==> src/rtl/lock_sequencer_if.sv <==
// rtl/lock_sequencer_if.sv - keypad inputs and status outputs of the lock sequencer
interface lock_sequencer_if;
    logic [4:0] keycode;
    logic       newkey;
    logic [2:0] whichState;
    logic       open;
    logic       error;
    logic       lockout;

    modport master (
        output keycode,
        output newkey,
        input  whichState,
        input  open,
        input  error,
        input  lockout
    );

    modport slave (
        input  keycode,
        input  newkey,
        output whichState,
        output open,
        output error,
        output lockout
    );
endinterface

==> src/rtl/lock_sequencer.sv <==
// rtl/lock_sequencer.sv - four-digit combination entry, check, open window and lockout
module lock_sequencer #(
    parameter logic [3:0] CODE0          = 4'd1,
    parameter logic [3:0] CODE1          = 4'd2,
    parameter logic [3:0] CODE2          = 4'd9,
    parameter logic [3:0] CODE3          = 4'd6,
    parameter int         TIMEOUT        = 16,
    parameter int         OPEN_CYCLES    = 8,
    parameter int         MAX_FAILS      = 3,
    parameter int         LOCKOUT_CYCLES = 32
) (
    input  logic              clk5,
    input  logic              reset,
    lock_sequencer_if.slave   bus
);

    localparam int TW = $clog2(TIMEOUT) + 1;
    localparam int OW = $clog2(OPEN_CYCLES) + 1;
    localparam int FW = $clog2(MAX_FAILS) + 1;
    localparam int LW = $clog2(LOCKOUT_CYCLES) + 1;

    localparam logic [TW-1:0] KEY_LAST  = TW'(TIMEOUT - 1);
    localparam logic [OW-1:0] OPEN_LAST = OW'(OPEN_CYCLES - 1);
    localparam logic [LW-1:0] LOCK_LAST = LW'(LOCKOUT_CYCLES - 1);
    localparam logic [FW-1:0] FAIL_MAX  = FW'(MAX_FAILS);

    // Encoding doubles as the whichState status value.
    typedef enum logic [2:0] {
        S_IDLE   = 3'd0,
        S_ENTRY1 = 3'd1,
        S_ENTRY2 = 3'd2,
        S_ENTRY3 = 3'd3,
        S_CHECK  = 3'd4,
        S_OPEN   = 3'd5,
        S_FAIL   = 3'd6,
        S_LOCK   = 3'd7
    } state_t;

    state_t        state;
    state_t        next_state;
    logic          newkey_d;
    logic          key_event;
    logic [3:0]    code_digit;
    logic          digit_ok;
    logic          match;
    logic          match_next;
    logic [FW-1:0] fail_cnt;
    logic [FW-1:0] fail_next;
    logic [TW-1:0] key_tmr;
    logic [TW-1:0] key_tmr_next;
    logic [OW-1:0] open_tmr;
    logic [OW-1:0] open_tmr_next;
    logic [LW-1:0] lock_tmr;
    logic [LW-1:0] lock_tmr_next;
    logic          open_q;
    logic          error_q;
    logic          lockout_q;

    // A held key is one event: only the rising edge of newkey with a valid flag counts.
    assign key_event = bus.newkey & ~newkey_d & bus.keycode[4];

    // Expected digit for the position about to be filled.
    always_comb begin
        code_digit = CODE0;
        case (state)
            S_ENTRY1: code_digit = CODE1;
            S_ENTRY2: code_digit = CODE2;
            S_ENTRY3: code_digit = CODE3;
            default:  code_digit = CODE0;
        endcase
    end

    assign digit_ok = (bus.keycode[3:0] == code_digit);

    // Next-state, match accumulation, fail counting and timer updates.
    always_comb begin
        next_state    = state;
        match_next    = match;
        fail_next     = fail_cnt;
        key_tmr_next  = key_tmr;
        open_tmr_next = open_tmr;
        lock_tmr_next = lock_tmr;
        case (state)
            S_IDLE: begin
                if (key_event) begin
                    next_state   = S_ENTRY1;
                    match_next   = digit_ok;
                    key_tmr_next = '0;
                end
            end
            S_ENTRY1, S_ENTRY2, S_ENTRY3: begin
                // A key on the expiry edge wins over the timeout.
                if (key_event) begin
                    case (state)
                        S_ENTRY1: next_state = S_ENTRY2;
                        S_ENTRY2: next_state = S_ENTRY3;
                        default:  next_state = S_CHECK;
                    endcase
                    match_next   = match & digit_ok;
                    key_tmr_next = '0;
                end else if (key_tmr == KEY_LAST) begin
                    next_state   = S_IDLE;
                    match_next   = 1'b0;
                    key_tmr_next = '0;
                end else begin
                    key_tmr_next = key_tmr + TW'(1);
                end
            end
            S_CHECK: begin
                key_tmr_next = '0;
                if (match) begin
                    next_state    = S_OPEN;
                    fail_next     = '0;
                    open_tmr_next = '0;
                end else begin
                    next_state = S_FAIL;
                    if (fail_cnt != FAIL_MAX) begin
                        fail_next = fail_cnt + FW'(1);
                    end
                end
            end
            S_OPEN: begin
                if (open_tmr == OPEN_LAST) begin
                    next_state    = S_IDLE;
                    open_tmr_next = '0;
                end else begin
                    open_tmr_next = open_tmr + OW'(1);
                end
            end
            S_FAIL: begin
                if (fail_cnt == FAIL_MAX) begin
                    next_state    = S_LOCK;
                    lock_tmr_next = '0;
                end else begin
                    next_state = S_IDLE;
                end
            end
            S_LOCK: begin
                if (lock_tmr == LOCK_LAST) begin
                    next_state    = S_IDLE;
                    fail_next     = '0;
                    lock_tmr_next = '0;
                end else begin
                    lock_tmr_next = lock_tmr + LW'(1);
                end
            end
            default: begin
                next_state = S_IDLE;
            end
        endcase
    end

    // State, counters and the key-edge register.
    always_ff @(posedge clk5 or posedge reset) begin
        if (reset) begin
            state    <= S_IDLE;
            newkey_d <= 1'b0;
            match    <= 1'b0;
            fail_cnt <= '0;
            key_tmr  <= '0;
            open_tmr <= '0;
            lock_tmr <= '0;
        end else begin
            state    <= next_state;
            newkey_d <= bus.newkey;
            match    <= match_next;
            fail_cnt <= fail_next;
            key_tmr  <= key_tmr_next;
            open_tmr <= open_tmr_next;
            lock_tmr <= lock_tmr_next;
        end
    end

    // Output flags registered alongside the state so they change on the same edge.
    always_ff @(posedge clk5 or posedge reset) begin
        if (reset) begin
            open_q    <= 1'b0;
            error_q   <= 1'b0;
            lockout_q <= 1'b0;
        end else begin
            open_q    <= (next_state == S_OPEN);
            error_q   <= (next_state == S_FAIL);
            lockout_q <= (next_state == S_LOCK);
        end
    end

    assign bus.whichState = state;
    assign bus.open       = open_q;
    assign bus.error      = error_q;
    assign bus.lockout    = lockout_q;

endmodule

==> src/flat_wrapper.sv <==
// flat-port wrapper written by rule: the top's interface ports become plain ports
module lock_sequencer_flat 
#(
    parameter logic [3:0] CODE0          = 4'd1,
    parameter logic [3:0] CODE1          = 4'd2,
    parameter logic [3:0] CODE2          = 4'd9,
    parameter logic [3:0] CODE3          = 4'd6,
    parameter int         TIMEOUT        = 16,
    parameter int         OPEN_CYCLES    = 8,
    parameter int         MAX_FAILS      = 3,
    parameter int         LOCKOUT_CYCLES = 32
)
  (clk5, reset, bus_keycode, bus_newkey, bus_whichState, bus_open, bus_error, bus_lockout);
  lock_sequencer_if bus_i ();
  input  logic clk5;
  input  logic reset;
  input wire logic [$bits(bus_i.keycode)-1:0] bus_keycode;
  input wire logic [$bits(bus_i.newkey)-1:0] bus_newkey;
  output wire logic [$bits(bus_i.whichState)-1:0] bus_whichState;
  output wire logic [$bits(bus_i.open)-1:0] bus_open;
  output wire logic [$bits(bus_i.error)-1:0] bus_error;
  output wire logic [$bits(bus_i.lockout)-1:0] bus_lockout;
  assign bus_i.keycode = bus_keycode;
  assign bus_i.newkey = bus_newkey;
  assign bus_whichState = bus_i.whichState;
  assign bus_open = bus_i.open;
  assign bus_error = bus_i.error;
  assign bus_lockout = bus_i.lockout;
  lock_sequencer #(.CODE0(CODE0), .CODE1(CODE1), .CODE2(CODE2), .CODE3(CODE3), .TIMEOUT(TIMEOUT), .OPEN_CYCLES(OPEN_CYCLES), .MAX_FAILS(MAX_FAILS), .LOCKOUT_CYCLES(LOCKOUT_CYCLES)) u_core (.clk5(clk5), .reset(reset), .bus(bus_i));
endmodule
==> config.mk <==
export PLATFORM = sky130hd
export DESIGN_NAME = lock_sequencer_flat
export DESIGN_NICKNAME = d
export VERILOG_FILES = /design/src/rtl/lock_sequencer_if.sv /design/src/rtl/lock_sequencer.sv /design/src/flat_wrapper.sv
export SDC_FILE = /design/constraint.sdc
export NUM_CORES = 1
export LEC_CHECK = 0
export CORE_MARGIN = 2
export CORE_UTILIZATION = 26
export DETAILED_ROUTE_END_ITERATION = 7
export PLACE_DENSITY_LB_ADDON = 0.15
export REMOVE_ABC_BUFFERS = 1
export SYNTH_ARGS = -nofsm -noshare
export SYNTH_HDL_FRONTEND = slang
export SYNTH_SLANG_ARGS = --single-unit
==> constraint.sdc <==
create_clock -name clk5 -period 1.7 [get_ports clk5]
set_clock_uncertainty 0.1 [all_clocks]
set_input_delay 0.34 -clock clk5 [delete_from_list [all_inputs] [get_ports clk5]]
set_output_delay 0.34 -clock clk5 [all_outputs]
set_load 0.02 [all_outputs]
Yosys cells after proc, flatten, opt, wreduce, memory -nomap -nowiden
Index checks and enable logic that the tools add are counted.
W data, S select, Z words.
- output and inout port bits: 6
- logic and storage cells: 80
- register bits after elaboration: 26
- mux-type cells: 28
- add/subtract/negate cells: 4
- equal/unequal tests: 22
- bitwise operators: 4
- reduce and logical (&&, ||, !) cells: 12
- operators by type and width (cell ; count):
    $mux W3 ; 9
    $eq A3 B3 Y1 const B ; 7
    $pmux W3 S6 ; 1
    $mux W5 ; 3
    $pmux W5 S3 ; 1
    $mux W6 ; 2
    $pmux W3 S2 ; 2
    $pmux W4 S3 ; 1
    $pmux W6 S2 ; 1
    $eq A3 B2 Y1 const B ; 3
    $mux W4 ; 2
    $ne A2 B1 Y1 const B ; 4
    $pmux W4 S2 ; 1
    $reduce_bool A2 Y1 ; 4
    $add A6 B1 Y6 const B ; 1
    $eq A6 B5 Y1 const B ; 1
    $ne A3 B1 Y1 const B ; 2
    $reduce_and A2 Y1 ; 3
    $reduce_and A3 Y1 ; 2
    $add A5 B1 Y5 const B ; 1
    $eq A5 B4 Y1 const B ; 1
    $add A4 B1 Y4 const B ; 1
    $eq A4 B3 Y1 const B ; 1
    $eq A4 B4 Y1 ; 1
    11 further kinds ; 15

Longest topological paths before layout
- depth after elaboration: 6
- mapped depth: 6

Least setup slack after synthesis
No wires, ideal clock.
- path kind: flip-flop to flip-flop
- from: register u_core.lock_tmr[0]
- to: register u_core.fail_cnt[0]
- data required time: 1.475 ns
- path slack: -0.121 ns
- period minus slack after synthesis: 1.821 ns
- data arrival time: 1.596 ns
- stages on the path, launching flop included: 7
- cells stage by stage: dfrtp_1 ha_1 and3_1 clkbuf_1 and4_1 o21ai_2 mux2_2
- longest elaborated chain between the ends: 3
- RTL lines (item ; line ; RTL):
    start: declaration ; lock_sequencer.sv:53 ; logic [LW-1:0] lock_tmr;
    start signal: assignment ; lock_sequencer.sv:170 ; lock_tmr <= lock_tmr_next;
    $eq A6 B5 Y1 ; lock_sequencer.sv:139 ; if (lock_tmr == LOCK_LAST) begin
    $ne A2 B1 Y1 (no line) ; - ;
    $reduce_and A3 Y1 (no line) ; - ;
    end signal: assignment ; lock_sequencer.sv:167 ; fail_cnt <= fail_next;
    end: declaration ; lock_sequencer.sv:47 ; logic [FW-1:0] fail_cnt;
Every way passes these cells.
A chain may end at the register's enable or synchronous reset.

Worst setup path after layout
- from: register u_core.lock_tmr[1]
- to: register u_core.fail_cnt[0]
The elaborated chain is that of the path after synthesis.

==> key figures <==
Timing
  • Final Max Slew Viols: 0
  • Final critical-path share of the clock period: 97.4%
  • Worst hold slack across all endpoints: 0.317 ns
  • Hold Fails Final Rpt: 0
  • Post-route setup slack: 0.0439 ns
  • Count of endpoints failing setup in the final report: 0
  • Transition time at the pin with the least slew margin: 0.362 ns
  • Final sum of negative setup slack: 0 ns
  • Unrepaired setup endpoints after global routing: true
  • Minimum clock period after layout: 1.66 ns
  • Maximum frequency from static timing analysis: 0.604 GHz
  • Headroom to the max-slew limit: 75.8%

Die
  • Total number of placement rows: 26
  • Floorplan die area: 6100 um^2
  • Initial core utilization: 27.4%
  • Die Ht: 78.1 um
  • Top-level I/O count: 14
  • Placeable core region: 5200 um^2
  • X dimension of the die: 78.1 um

Yosys
  • Register bit count reported by yosys: 26
  • Post-Syn Area per Cell: 9.33 um^2
  • Post-synthesis instance area: 1430 um^2
  • Most frequently used flop master after synthesis: sky130_fd_sc_hd__dfrtp_1
  • Sequential element share of the synthesized area: 45.6%
  • Top cell type's share of synthesized area: 45.6%
  • Leading post-synthesis cells by cell area: sky130_fd_sc_hd__dfrtp_1 46%, sky130_fd_sc_hd__ha_1 4.4%, sky130_fd_sc_hd__o21ai_0 3.9%, sky130_fd_sc_hd__nand2_1 3.7%, sky130_fd_sc_hd__nand3_1 3.2%
  • Warning count from the yosys run: 0
  • Leading post-synthesis cells by instance count: 26 x sky130_fd_sc_hd__dfrtp_1, 14 x sky130_fd_sc_hd__nand2_1, 11 x sky130_fd_sc_hd__o21ai_0
  • Post-synthesis async set-or-reset flop share: 100%
  • Synthesized netlist cell count: 153
  • Number of library cell types mapped by synthesis: 43
  • Number of flops mapped to enable cells by yosys: 0
  • Cell type with the highest aggregate area in the netlist: sky130_fd_sc_hd__dfrtp_1
  • Dominant cell by count in the synthesized netlist: sky130_fd_sc_hd__dfrtp_1

Place
  • Sum of net half-perimeters after detailed placement: 2650 um
  • Placed Cells: 256
  • Pre-CTS worst setup slack: -0.178 ns
  • Number of input and output port buffers inserted: 13
  • Placer congestion estimate: 0.797

Power
  • Power share of the clock group: 13.9%
  • Worst ir drop on vdd: 0.000572 V
  • NetSw: 966 uW
  • Sw Share: 38.3%
  • Leakage: 0.000894 uW
  • Part of the total power dissipated in combinational logic: 48.0%
  • Power per cell area: 1280 nW/um^2
  • Internal power contribution: 1550 uW
  • Sequential share of power: 38.1%

Drt
  • DRC: 0
  • Number of iterations in the first detailed-routing pass: 4
  • Total detailed-routing wirelength: 3560 um
  • Vias per cell: 5.00
  • Routed wirelength normalized by instance count: 13.4 um
  • Vias: 1,325
  • ANT nets after route: 0
  • Number of DRC markers in iteration 0: 51

Critical path
  • Largest delay share family, worst path: flip-flops
  • Required time at the worst-slack endpoint: 1.76 ns
  • Number of cells traversed by the worst register-to-register path: 5
  • Buffer and inverter count on the worst path: 0
  • Largest stage delay on the critical path: 0.39 ns
  • Worst setup slack for register-to-register paths: 0.04 ns
  • Worst-path cell chain: ha_2 -> and3_4 -> and4_1 -> o21ai_4 -> mux2_4
  • Class of the most critical setup path: reg -> reg
  • Setup crit start kind: register
  • Kind of capture point of the worst setup path: register
  • Worst-path fanout max: 3
  • Slowest-stage cell, CP: sky130_fd_sc_hd__dfrtp_1
  • Arrival time reported for the critical path endpoint: 1.72 ns
  • Cell depth of the worst setup path: 5

Clock network
  • Source-to-sink clock delay at the later pin of the worst-skew pair: 0.27 ns
  • CTS H-tree depth: 1
  • Clock Pin Slew Worst Setup and Hold Paths: 0.09 ns
  • Root Buffer: sky130_fd_sc_hd__clkbuf_8
  • TritonCTS Sinks: 26
  • TritonCTS clock tree: done
  • Number of buffers on the longest clock path: 2
  • Number of buffers inserted during clock tree synthesis: 3
  • Cts-stage hold buffer count: 0

Cells and area
  • Antenna cell count: 0
  • Fraction of final layout cells with drive strength greater than 1: 28.2%
  • Final instance count without filler cells: 265
  • Net count of the finished layout: 210
  • Count of fill cells added during filler insertion: 552
  • P&R area growth vs syn: 37.9%

Global routing
  • Pin count of the biggest net entering global routing: 27
  • Number of global-route vias before repair: 1,255
  • Global-route wire length before repair: 6020 um
  • Initial antenna violation count: 0
  • GRT Overall Usage: 12.3%
  • Remaining global-route overflow: 0

Status
  • Run status: finished clean

Run
  • Max-capacitance violation count: 0

Hold path
  • Worst hold path type: in -> async
kinds of logic after synthesis:
kind of cell               count (synthesis)  synth area share, %
muxes                                      4                 3.07
buffers and inverters                     15                 4.38
AOI/OAI and AO/OA                         45                 21.0
DFF                                       26                 45.6
and+or+nand+nor                           58                 21.6
adders and majority gates                  5                 4.38
routing by layer:
layer / wire (um) / vias up / track usage [%] / part of all wire (%)
li1: - / 643 / - / -
met1: 1800 / 645 / 17.4 / 51
met2: 1590 / 31 / 19.3 / 45
met3: 126 / 6 / 2.41 / 3.5
met4: 37 / 0 / 3.33 / 1.0
met5: 0 / - / 0 / 0
cells in the final DEF, fill, tap and decap left out, drive strengths merged, types with 5 or more instances in the layout:
| cell type | n |
|---|---|
| nand3 | 9 |
| dfrtp | 26 |
| a21oi | 8 |
| nor2b | 5 |
| nand2 | 14 |
| inv | 8 |
| ha | 5 |
| nor2 | 9 |
| o21ai | 15 |
| buf | 33 |
| clkdlybuf4s50 | 10 |
power groups by stage:
stage	combinational, uW	sequential [uW]	clock, uW
5_1_grt	1340	987	397
2_1_floorplan	509	1010	0
3_3_place_gp	1070	962	0
6_report	1210	961	350
4_1_cts	1110	956	366
3_5_place_dp	1100	963	0
state kept, by name, indices dropped and copies added, names as in the netlist:
| name | flops |
|---|---|
| u_core.key_tmr | 5 |
| u_core.fail_cnt | 3 |
| u_core.open_tmr | 4 |
| u_core.bus.error | 1 |
| u_core.bus.open | 1 |
| u_core.match | 1 |
| u_core.newkey_d | 1 |
| u_core.bus.lockout | 1 |
| u_core.lock_tmr | 6 |
| u_core.bus.whichState | 3 |
stage by stage:
step / power, uW / utilization [%] / cell area (um^2)
floorplan: 1520 / - / 1400
global placement: 2040 / 34.9 / 1820
detailed placement: 2060 / 34.9 / 1820
CTS: 2440 / 36.3 / 1890
global route: 2720 / 37.8 / 1970
finish: 2520 / 37.8 / 1970
repair_timing:
item                                    CTS  global route
setup buffers                             2             4
endpoints found under the setup margin    8            13
resized for setup                        10            11
pin swaps                                 5             5
area by class of cell:
type                            instances  area, um^2  area share, %
Tap cell                               70        87.6           4.45
Sequential cell                        26         653           33.2
Timing Repair Buffer                   46         374           19.0
Inverter                                8        30.0           1.52
Multi-Input combinational cell        112         783           39.8
Clock buffer                            3        41.3           2.10
worst min-delay path: cells and delay by family:
kind / cells / cell delay (ns)
buf+inv: 3 / 0.76
path summary, 6_finish.rpt:
kind / to / from
max: u_core.fail_cnt[0]$_DFFE_PP0P_ / u_core.lock_tmr[1]$_DFFE_PP0P_
min: u_core.open_tmr[0]$_DFFE_PP0P_ / reset
max reg2reg: u_core.fail_cnt[0]$_DFFE_PP0P_ / u_core.lock_tmr[1]$_DFFE_PP0P_
min reg2reg: u_core.lock_tmr[3]$_DFFE_PP0P_ / u_core.lock_tmr[3]$_DFFE_PP0P_
max in group asynchronous: u_core.bus.whichState[0]$_DFF_PP0_ / reset
min in group clk5: u_core.lock_tmr[3]$_DFFE_PP0P_ / u_core.lock_tmr[3]$_DFFE_PP0P_
No activity file was read; power rests on OpenSTA's default activity.
